$ cat src/rtl/spi_counter_core_if.sv
// Control/status bundle between the SPI register decoder (master) and the counter core (slave).
interface spi_counter_core_if #(
  parameter int unsigned WIDTH = 14
);
  logic             i_runstop;
  logic             i_clear;
  logic             i_load;
  logic [WIDTH-1:0] i_load_val;
  logic             i_dir;
  logic             i_sat;
  logic [WIDTH-1:0] counter;
  logic             o_tick;
  logic             o_tc;
  logic             o_ovf;

  modport master (
    output i_runstop, i_clear, i_load, i_load_val, i_dir, i_sat,
    input  counter, o_tick, o_tc, o_ovf
  );

  modport slave (
    input  i_runstop, i_clear, i_load, i_load_val, i_dir, i_sat,
    output counter, o_tick, o_tc, o_ovf
  );
endinterface

$ cat src/rtl/spi_counter_core.sv
// Prescaled up/down counter with wrap/saturate, clamped parallel load and tc/ovf flags.
module spi_counter_core #(
  parameter int unsigned WIDTH     = 14,
  parameter int unsigned MAX_COUNT = 9999,
  parameter int unsigned TICK_DIV  = 100_000_000
) (
  input logic               clk,
  input logic               reset_n,
  spi_counter_core_if.slave bus
);
  localparam int unsigned      PreW    = (TICK_DIV > 1) ? $clog2(TICK_DIV) : 1;
  localparam logic [PreW-1:0]  PreLast = PreW'(TICK_DIV - 1);
  localparam logic [WIDTH-1:0] MaxVal  = WIDTH'(MAX_COUNT);

  if (MAX_COUNT < 1 || TICK_DIV < 1 || (64'(MAX_COUNT) >> WIDTH) != 64'd0) begin : g_param_check
    $error("spi_counter_core: MAX_COUNT must be 1..2^WIDTH-1 and TICK_DIV >= 1");
  end

  logic [PreW-1:0]  pre_q, pre_d;
  logic [WIDTH-1:0] counter_q, counter_d;
  logic             tc_q, tc_d;
  logic             ovf_q, ovf_d;
  logic             tick;

  assign tick = bus.i_runstop && (pre_q == PreLast);

  always_comb begin
    pre_d     = pre_q;
    counter_d = counter_q;
    tc_d      = 1'b0;
    ovf_d     = ovf_q;
    if (bus.i_clear) begin
      pre_d     = '0;
      counter_d = '0;
      ovf_d     = 1'b0;
    end else begin
      // Prescaler holds while stopped so a paused period resumes where it left off.
      if (bus.i_runstop) begin
        pre_d = tick ? '0 : pre_q + PreW'(1);
      end
      if (bus.i_load) begin
        counter_d = (bus.i_load_val > MaxVal) ? MaxVal : bus.i_load_val;
      end else if (tick) begin
        if (bus.i_dir) begin
          if (counter_q < MaxVal) begin
            counter_d = counter_q + WIDTH'(1);
          end else begin
            counter_d = bus.i_sat ? MaxVal : '0;
            tc_d      = 1'b1;
            ovf_d     = 1'b1;
          end
        end else begin
          if (counter_q != '0) begin
            counter_d = counter_q - WIDTH'(1);
          end else begin
            counter_d = bus.i_sat ? '0 : MaxVal;
            tc_d      = 1'b1;
            ovf_d     = 1'b1;
          end
        end
      end
    end
  end

  always_ff @(posedge clk or negedge reset_n) begin
    if (!reset_n) begin
      pre_q     <= '0;
      counter_q <= '0;
      tc_q      <= 1'b0;
      ovf_q     <= 1'b0;
    end else begin
      pre_q     <= pre_d;
      counter_q <= counter_d;
      tc_q      <= tc_d;
      ovf_q     <= ovf_d;
    end
  end

  assign bus.counter = counter_q;
  assign bus.o_tick  = tick;
  assign bus.o_tc    = tc_q;
  assign bus.o_ovf   = ovf_q;
endmodule
$ cat src/flat_wrapper.sv
// flat-port wrapper written by rule: the top's interface ports become plain ports
module spi_counter_core_flat 
#(
  parameter int unsigned WIDTH     = 14,
  parameter int unsigned MAX_COUNT = 9999,
  parameter int unsigned TICK_DIV  = 100_000_000
)
  (clk, reset_n, bus_i_runstop, bus_i_clear, bus_i_load, bus_i_load_val, bus_i_dir, bus_i_sat, bus_counter, bus_o_tick, bus_o_tc, bus_o_ovf);
  spi_counter_core_if #(.WIDTH(WIDTH)) bus_i ();
  input logic clk;
  input logic reset_n;
  input wire logic [$bits(bus_i.i_runstop)-1:0] bus_i_runstop;
  input wire logic [$bits(bus_i.i_clear)-1:0] bus_i_clear;
  input wire logic [$bits(bus_i.i_load)-1:0] bus_i_load;
  input wire logic [$bits(bus_i.i_load_val)-1:0] bus_i_load_val;
  input wire logic [$bits(bus_i.i_dir)-1:0] bus_i_dir;
  input wire logic [$bits(bus_i.i_sat)-1:0] bus_i_sat;
  output wire logic [$bits(bus_i.counter)-1:0] bus_counter;
  output wire logic [$bits(bus_i.o_tick)-1:0] bus_o_tick;
  output wire logic [$bits(bus_i.o_tc)-1:0] bus_o_tc;
  output wire logic [$bits(bus_i.o_ovf)-1:0] bus_o_ovf;
  assign bus_i.i_runstop = bus_i_runstop;
  assign bus_i.i_clear = bus_i_clear;
  assign bus_i.i_load = bus_i_load;
  assign bus_i.i_load_val = bus_i_load_val;
  assign bus_i.i_dir = bus_i_dir;
  assign bus_i.i_sat = bus_i_sat;
  assign bus_counter = bus_i.counter;
  assign bus_o_tick = bus_i.o_tick;
  assign bus_o_tc = bus_i.o_tc;
  assign bus_o_ovf = bus_i.o_ovf;
  spi_counter_core #(.WIDTH(WIDTH), .MAX_COUNT(MAX_COUNT), .TICK_DIV(TICK_DIV)) u_core (.clk(clk), .reset_n(reset_n), .bus(bus_i));
endmodule
$ cat config.mk
export PLATFORM = sky130hd
export DESIGN_NAME = spi_counter_core_flat
export DESIGN_NICKNAME = d
export VERILOG_FILES = /design/src/rtl/spi_counter_core_if.sv /design/src/rtl/spi_counter_core.sv /design/src/flat_wrapper.sv
export SDC_FILE = /design/constraint.sdc
export NUM_CORES = 1
export LEC_CHECK = 0
export BUFFER_PORTS_ARGS = -buffer_cell sky130_fd_sc_hd__buf_2
export CELL_PAD_IN_SITES_DETAIL_PLACEMENT = 1
export CELL_PAD_IN_SITES_GLOBAL_PLACEMENT = 2
export CORE_MARGIN = 2
export CORE_UTILIZATION = 25
export DETAILED_ROUTE_END_ITERATION = 10
export GPL_TIMING_DRIVEN = 0
export PLACE_DENSITY = 0.58
export SYNTH_ARGS = -nofsm -noshare
export SYNTH_HDL_FRONTEND = slang
export SYNTH_SLANG_ARGS = --single-unit
$ cat constraint.sdc
create_clock -name clk -period 2.55 [get_ports clk]
set_input_delay 0.3825 -clock clk [delete_from_list [all_inputs] [get_ports clk]]
set_output_delay 0.3825 -clock clk [all_outputs]
set_load 0.01 [all_outputs]
# [Word-level counts from Yosys, hierarchy flattened]
# Cells that the tools add are included.
[totals] regBits=43 latchBits=0 ram_bits=0 mem_bits_ro=0 in_bits=21 n_memories=0
[op_classes] addsub=3 n_mul=0 div=0 order_cmp=2 n_eq_ne=4 n_shift=0 n_mux=24 bitwise_logic=0 n_reduce_logical=6
[ops] operator="14-bit two-way mux" n=9
[ops] operator="27-bit two-way mux" n=3
[ops] operator="27-bit by 1-bit adder with 27-bit output, second input constant" n=1
[ops] operator="27-bit equality test, second input constant" n=1
[ops] operator="14-bit by 1-bit adder with 14-bit output, second input constant" n=1
[ops] operator="14-bit greater-than comparator, second input constant" n=1
[ops] operator="14-bit less-than comparator, second input constant" n=1
[ops] operator="14-bit nonzero test" n=1
[ops] operator="14-bit by 1-bit subtractor with 14-bit output, second input constant" n=1
[ops] operator="1-bit two-way mux" n=12
[ops] operator="3-bit != test, second input constant" n=2
[ops] operator="4-bit AND reduction" n=1
[ops] operator="2-bit nonzero test" n=2
[ops] operator="3-bit nonzero test" n=1
[ops] operator="2-bit != test, second input constant" n=1
[ops] operator="1-bit logical AND" n=1

# [Depth between registers and ports, before layout]
[logic_depth] ltp_word=6 mapped_depth=10

# [Least setup slack after synthesis]
# No wires, ideal clock.
[synth_timing] path_type="register -> register" startpoint="register u_core.counter_q[0] (netlist: u_core.bus.counter[0])" endpoint="register u_core.counter_q[6] (netlist: u_core.bus.counter[6])" arrival_time_ns=2.217 path_slack_ns=0.206 stages_incl_launch_ff=11 period_less_slack_ns=2.344 cell_sequence="dfrtp_1 > clkbuf_1 > inv_1 > ha_1 > nor3b_1 > and4_1 > buf_2 > nor2_1 > a221o_1 > a221oi_1 > nor3_1"
[synth_between] elab_chain_cells=6 elab_cells_between_ends=10 classes_between="add/sub (2); order compare (1); mux (6); reduce/logical (1)"
[synth_lines] item="start: declaration" line="spi_counter_core.sv:20" rtl="logic [WIDTH-1:0] counter_q, counter_d;"
[synth_lines] item="start signal: assignment" line="spi_counter_core.sv:73" rtl="counter_q <= counter_d;"
[synth_lines] item="14-bit by 1-bit subtractor with 14-bit output (tied with other cells)" line="spi_counter_core.sv:54" rtl="counter_d = counter_q - WIDTH'(1);"
[synth_lines] item="14-bit two-way mux (on tied branches)" line="spi_counter_core.sv:53, spi_counter_core.sv:45"
[synth_lines] item="14-bit two-way mux *" line="spi_counter_core.sv:44" rtl="if (bus.i_dir) begin"
[synth_lines] item="14-bit two-way mux *" line="spi_counter_core.sv:43" rtl="end else if (tick) begin"
[synth_lines] item="14-bit two-way mux *" line="spi_counter_core.sv:41" rtl="if (bus.i_load) begin"
[synth_lines] item="14-bit two-way mux *" line="spi_counter_core.sv:32" rtl="if (bus.i_clear) begin"
# Every way passes the cells marked *; elsewhere a longest branch is shown, timed or not. The select of a mux whose other input is x is not followed.
# A chain may end at the register's enable or synchronous reset.

# [Final worst setup path]
[layout_timing] startpoint="register u_core.pre_q[17]" endpoint="output port bus_o_tick"
[layout_between] elab_chain_cells=2
[layout_lines] item="start: declaration" line="spi_counter_core.sv:19" rtl="logic [PreW-1:0] pre_q, pre_d;"
[layout_lines] item="start signal: assignment" line="spi_counter_core.sv:72" rtl="pre_q <= pre_d;"
[layout_lines] item="27-bit equality test" line="spi_counter_core.sv:25" rtl="assign tick = bus.i_runstop && (pre_q == PreLast);"
[layout_lines] item="1-bit logical AND" line="spi_counter_core.sv:25"
[layout_lines] item="end: declaration" line="flat_wrapper.sv:19" rtl="output wire logic [$bits(bus_i.o_tick)-1:0] bus_o_tick;"
# No other way between the ends.

==> flow_summary.yaml <==
setup_path:
  worst_setup_path_class: "flip-flop to primary output"
  critPathArrivalTime_ns: 2.07
  cp_num_buf_inv: 3
  ff2ff_setup_slack_ns: 0.18
  critical_path.top_delay_family: "simple AND/OR/NAND/NOR gates"
  worst_ep_required_time_ns: 2.17
  critical-path-slowest-cell: "sky130_fd_sc_hd__or4_4"
  end_kind: "primary output"
  worstPathCellList: "nor4b_2 > nand3_1 > or4_4 > buf_12 > clkinvlp_4 > buf_2"
  timing.critical_path.fanout_max: 10
  startpoint_class: "flip-flop"
  maximum_single_stage_delay_on_the_critical_path_ns: 0.52
cells_and_area:
  syn_to_final_growth_pct: 22.4
  nets: 436
  diodes: 0
  seqCellArea_mm2: 0.00108
  fillCellCount: 1385
  multi_input_area_mm2: 0.00186
  final_layout_size_suffix_gt1_share_pct: 22.6
floorplan:
  ioPinCount: 38
  fp.dieW_um: 113
  std_cell_rows: 39
  floorplan.initialDensity_pct: 25.9
  chipHeight_um: 113
  die_area_mm2: 0.0128
  placeableCoreArea_mm2: 0.0115
logic_synthesis:
  avgSynthCellArea_um2: 8.26
  post-synth-top-area-fraction_pct: 36.1
  ys_types: 68
  yosys.cell_count.top_type: "sky130_fd_sc_hd__nor2_1"
  cell_types_occupying_the_most_area_after_synthesis: "sky130_fd_sc_hd__dfrtp_1 (36%), sky130_fd_sc_hd__nor2_1 (6.7%), sky130_fd_sc_hd__xor2_1 (5.3%), sky130_fd_sc_hd__o21ai_0 (4.0%), sky130_fd_sc_hd__nand2_1 (3.8%)"
  synth-seq-area-share_pct: 36.1
  synth_enable_flop_cells: 0
  synth_cells: 361
  mapped_area_mm2: 0.00298
  synth_warnings: 0
  synth-seq-cells: 43
  synthFlopType: "sky130_fd_sc_hd__dfrtp_1"
  synth_fp_nets: 385
  asr_flop_ratio_synth_pct: 100
  netlist.top_cell.by_area: "sky130_fd_sc_hd__dfrtp_1"
  synth_common_cells: "sky130_fd_sc_hd__nor2_1 (53), sky130_fd_sc_hd__dfrtp_1 (43), sky130_fd_sc_hd__nand2_1 (30), sky130_fd_sc_hd__o21ai_0 (24), sky130_fd_sc_hd__nand3_1 (20)"
sta:
  max-slew-margin-rel_pct: 29.6
  fmax_mhz: 408
  timing.final.hold_violations: 0
  final.period_utilization_pct: 96.0
  clock-skew-final_ns: 0.00532
  layout_min_cycle_time_ns: 2.45
  tightest_slew_ns: 1.06
  timing.final.max_slew_violations: 0
  post_route_setup_slack_ns: 0.101
  final-setup-viol-count: 0
  holdWs_ns: 0.281
power_and_ir_drop:
  ir_drop_v: 0.000242
  total_leakage_power_nw: 1.49
  power_per_cell_area_mw_per_mm2: 493
cts:
  postCtsHoldBufs: 0
  cts_tree: "done"
  clk_path_buf_depth: 2
  cts.clk_slew.worst_paths_ns: 0.06
  ctsHtreeMaxLevel: 2
  clock-sinks: 43
  clockRootBuffer: "sky130_fd_sc_hd__clkbuf_16"
  clock_buffer_count_from_cts: 5
  clkLatencyLatePin_ns: 0.30
routing:
  final_antenna_net_count: 0
  drtPass1Iterations: 7
  drt-wirelength-per-cell_um: 18.8
  via_count_of_the_routed_design: 2914
  drc_errors: 2
  finalWirelength_um: 10400
  dr.first_iter.drc_count: 140
  routed_via_density: 5.25
grt:
  grt_start_max_net_pins: 44
  antenna_found_initial: 0
  overflow: 0
  grt_pass1_vias: 3114
  grt_pass1_wl_um: 17000
  globalRouteTotalUtil_pct: 17.1
status:
  status: "finished, violations left"
  failing_checks: "design-rule violations"
placed_design:
  dp_worst_setup_slack_ns: -0.462
  finalWeightedCongestion: 0.859
  place_hpwl_um: 7700
  port_buffers: 36
hold_path:
  hold_path_class: "primary input to asynchronous set/reset pin"
job:
  maxCapViolCount: 0
==> flip-flops by register name (all words and copies together), names as in the netlist <==
| name | flops |
|---|---|
| u_core.bus.o_tc | 1 |
| u_core.pre_q | 27 |
| u_core.bus.counter | 14 |
| u_core.bus.o_ovf | 1 |
==> routing by layer <==
layer	vias to the layer above	wire (um)	GRT usage, %
met5	-	0	0
met3	16	267	2.89
li1	1406	-	-
met2	38	5030	28.8
met4	0	296	6.18
met1	1454	4840	22.1
==> cells by family after synthesis <==
kind of cell             Yosys count  synth area share [%]
adder cells (fa/ha/maj)            3                  1.26
AND/OR/NAND/NOR                  168                  29.0
XOR/XNOR                          28                  8.23
flip-flops                        43                  36.1
multiplexers                       5                  2.18
buffers and inverters             30                  4.37
AO/OA/AOI/OAI                     84                  18.9
==> metrics by stage <==
stage | total power, W | cell area (um2) | cells | util, % | setup TNS [ns]
5_1_grt | 0.00190 | 3650 | 555 | 31.7 | -0.00234
3_3_place_gp | 0.00110 | 3340 | 540 | 29.0 | -3.71
2_1_floorplan | 0.000957 | 2980 | 361 | - | 0
6_report | 0.00180 | 3650 | 555 | 31.7 | 0
4_1_cts | 0.00182 | 3580 | 552 | 31.1 | 0
3_5_place_dp | 0.00110 | 3340 | 540 | 29.0 | -3.29
==> where the power goes <==
group          internal (W)  switching [W]  total (W)
combinational      0.000143       0.000245   0.000387
sequential         0.000705      0.0000220   0.000727
clock              0.000389       0.000295   0.000683
==> repair_timing <==
item	CTS	global route
gates resized for setup	15	12
buffers inserted	5	3
endpoints found under the setup margin	15	13
pin swaps	4	1
cloned	0	0
==> final timing paths <==
check / start / cells past startpoint / endpoint
min in group clk: bus_i_load_val[13] / 3 / u_core.bus.counter[13]
worst min-delay path: reset_n / 1 / u_core.bus.counter[6]
worst max register to register: u_core.bus.counter[7] / 8 / u_core.bus.counter[5]
worst max-delay path: u_core.pre_q[17] / 6 / bus_o_tick
worst min register to register: u_core.bus.o_ovf / 1 / u_core.bus.o_ovf
max in group asynchronous: reset_n / 1 / u_core.bus.counter[1]
==> cell type report <==
class	instances	share of cell area, %
Buffer	22	3.09
Clock buffer	6	3.81
Clock inverter	1	0.240
Inverter	8	0.926
Multi-Input combinational cell	288	50.9
Sequential cell	43	29.6
Tap cell	143	4.91
Timing Repair Buffer	44	6.59
==> placed cells by master (no fill, tap or decap), types with 2 or more instances in the layout <==
master | netlist | layout
sky130_fd_sc_hd__a41oi_1 | 2 | 2
sky130_fd_sc_hd__inv_1 | 8 | 7
sky130_fd_sc_hd__xor2_1 | 18 | 18
sky130_fd_sc_hd__and3_1 | 3 | 3
sky130_fd_sc_hd__dfrtp_2 | 0 | 2
sky130_fd_sc_hd__buf_2 | 5 | 40
sky130_fd_sc_hd__a21oi_1 | 17 | 17
sky130_fd_sc_hd__nand3_1 | 20 | 19
sky130_fd_sc_hd__xnor2_1 | 10 | 10
sky130_fd_sc_hd__a21o_1 | 3 | 3
sky130_fd_sc_hd__or4_1 | 2 | 2
sky130_fd_sc_hd__a211oi_1 | 2 | 2
sky130_fd_sc_hd__o31ai_1 | 3 | 3
sky130_fd_sc_hd__mux2_2 | 2 | 2
sky130_fd_sc_hd__or2_2 | 4 | 4
sky130_fd_sc_hd__nor3_1 | 15 | 12
sky130_fd_sc_hd__clkbuf_1 | 13 | 12
sky130_fd_sc_hd__o21ai_0 | 24 | 23
sky130_fd_sc_hd__and4_1 | 3 | 3
sky130_fd_sc_hd__a221oi_1 | 3 | 2
sky130_fd_sc_hd__ha_1 | 3 | 2
sky130_fd_sc_hd__a221o_1 | 2 | 2
sky130_fd_sc_hd__nand3_2 | 1 | 2
sky130_fd_sc_hd__nand4_1 | 8 | 8
sky130_fd_sc_hd__or3_1 | 3 | 3
sky130_fd_sc_hd__o211ai_1 | 3 | 3
sky130_fd_sc_hd__a31oi_1 | 3 | 3
sky130_fd_sc_hd__nor2_1 | 53 | 51
sky130_fd_sc_hd__a22oi_1 | 2 | 2
sky130_fd_sc_hd__buf_4 | 1 | 10
sky130_fd_sc_hd__nor4_1 | 5 | 5
sky130_fd_sc_hd__nand2_1 | 30 | 30
sky130_fd_sc_hd__dfrtp_1 | 43 | 41
sky130_fd_sc_hd__mux2i_1 | 2 | 2
sky130_fd_sc_hd__nor2b_1 | 5 | 5
sky130_fd_sc_hd__o21a_1 | 3 | 3
sky130_fd_sc_hd__buf_1 | 2 | 2
sky130_fd_sc_hd__clkbuf_16 | 0 | 5
sky130_fd_sc_hd__nor3_2 | 0 | 3
No activity file was read; power rests on OpenSTA's default activity.
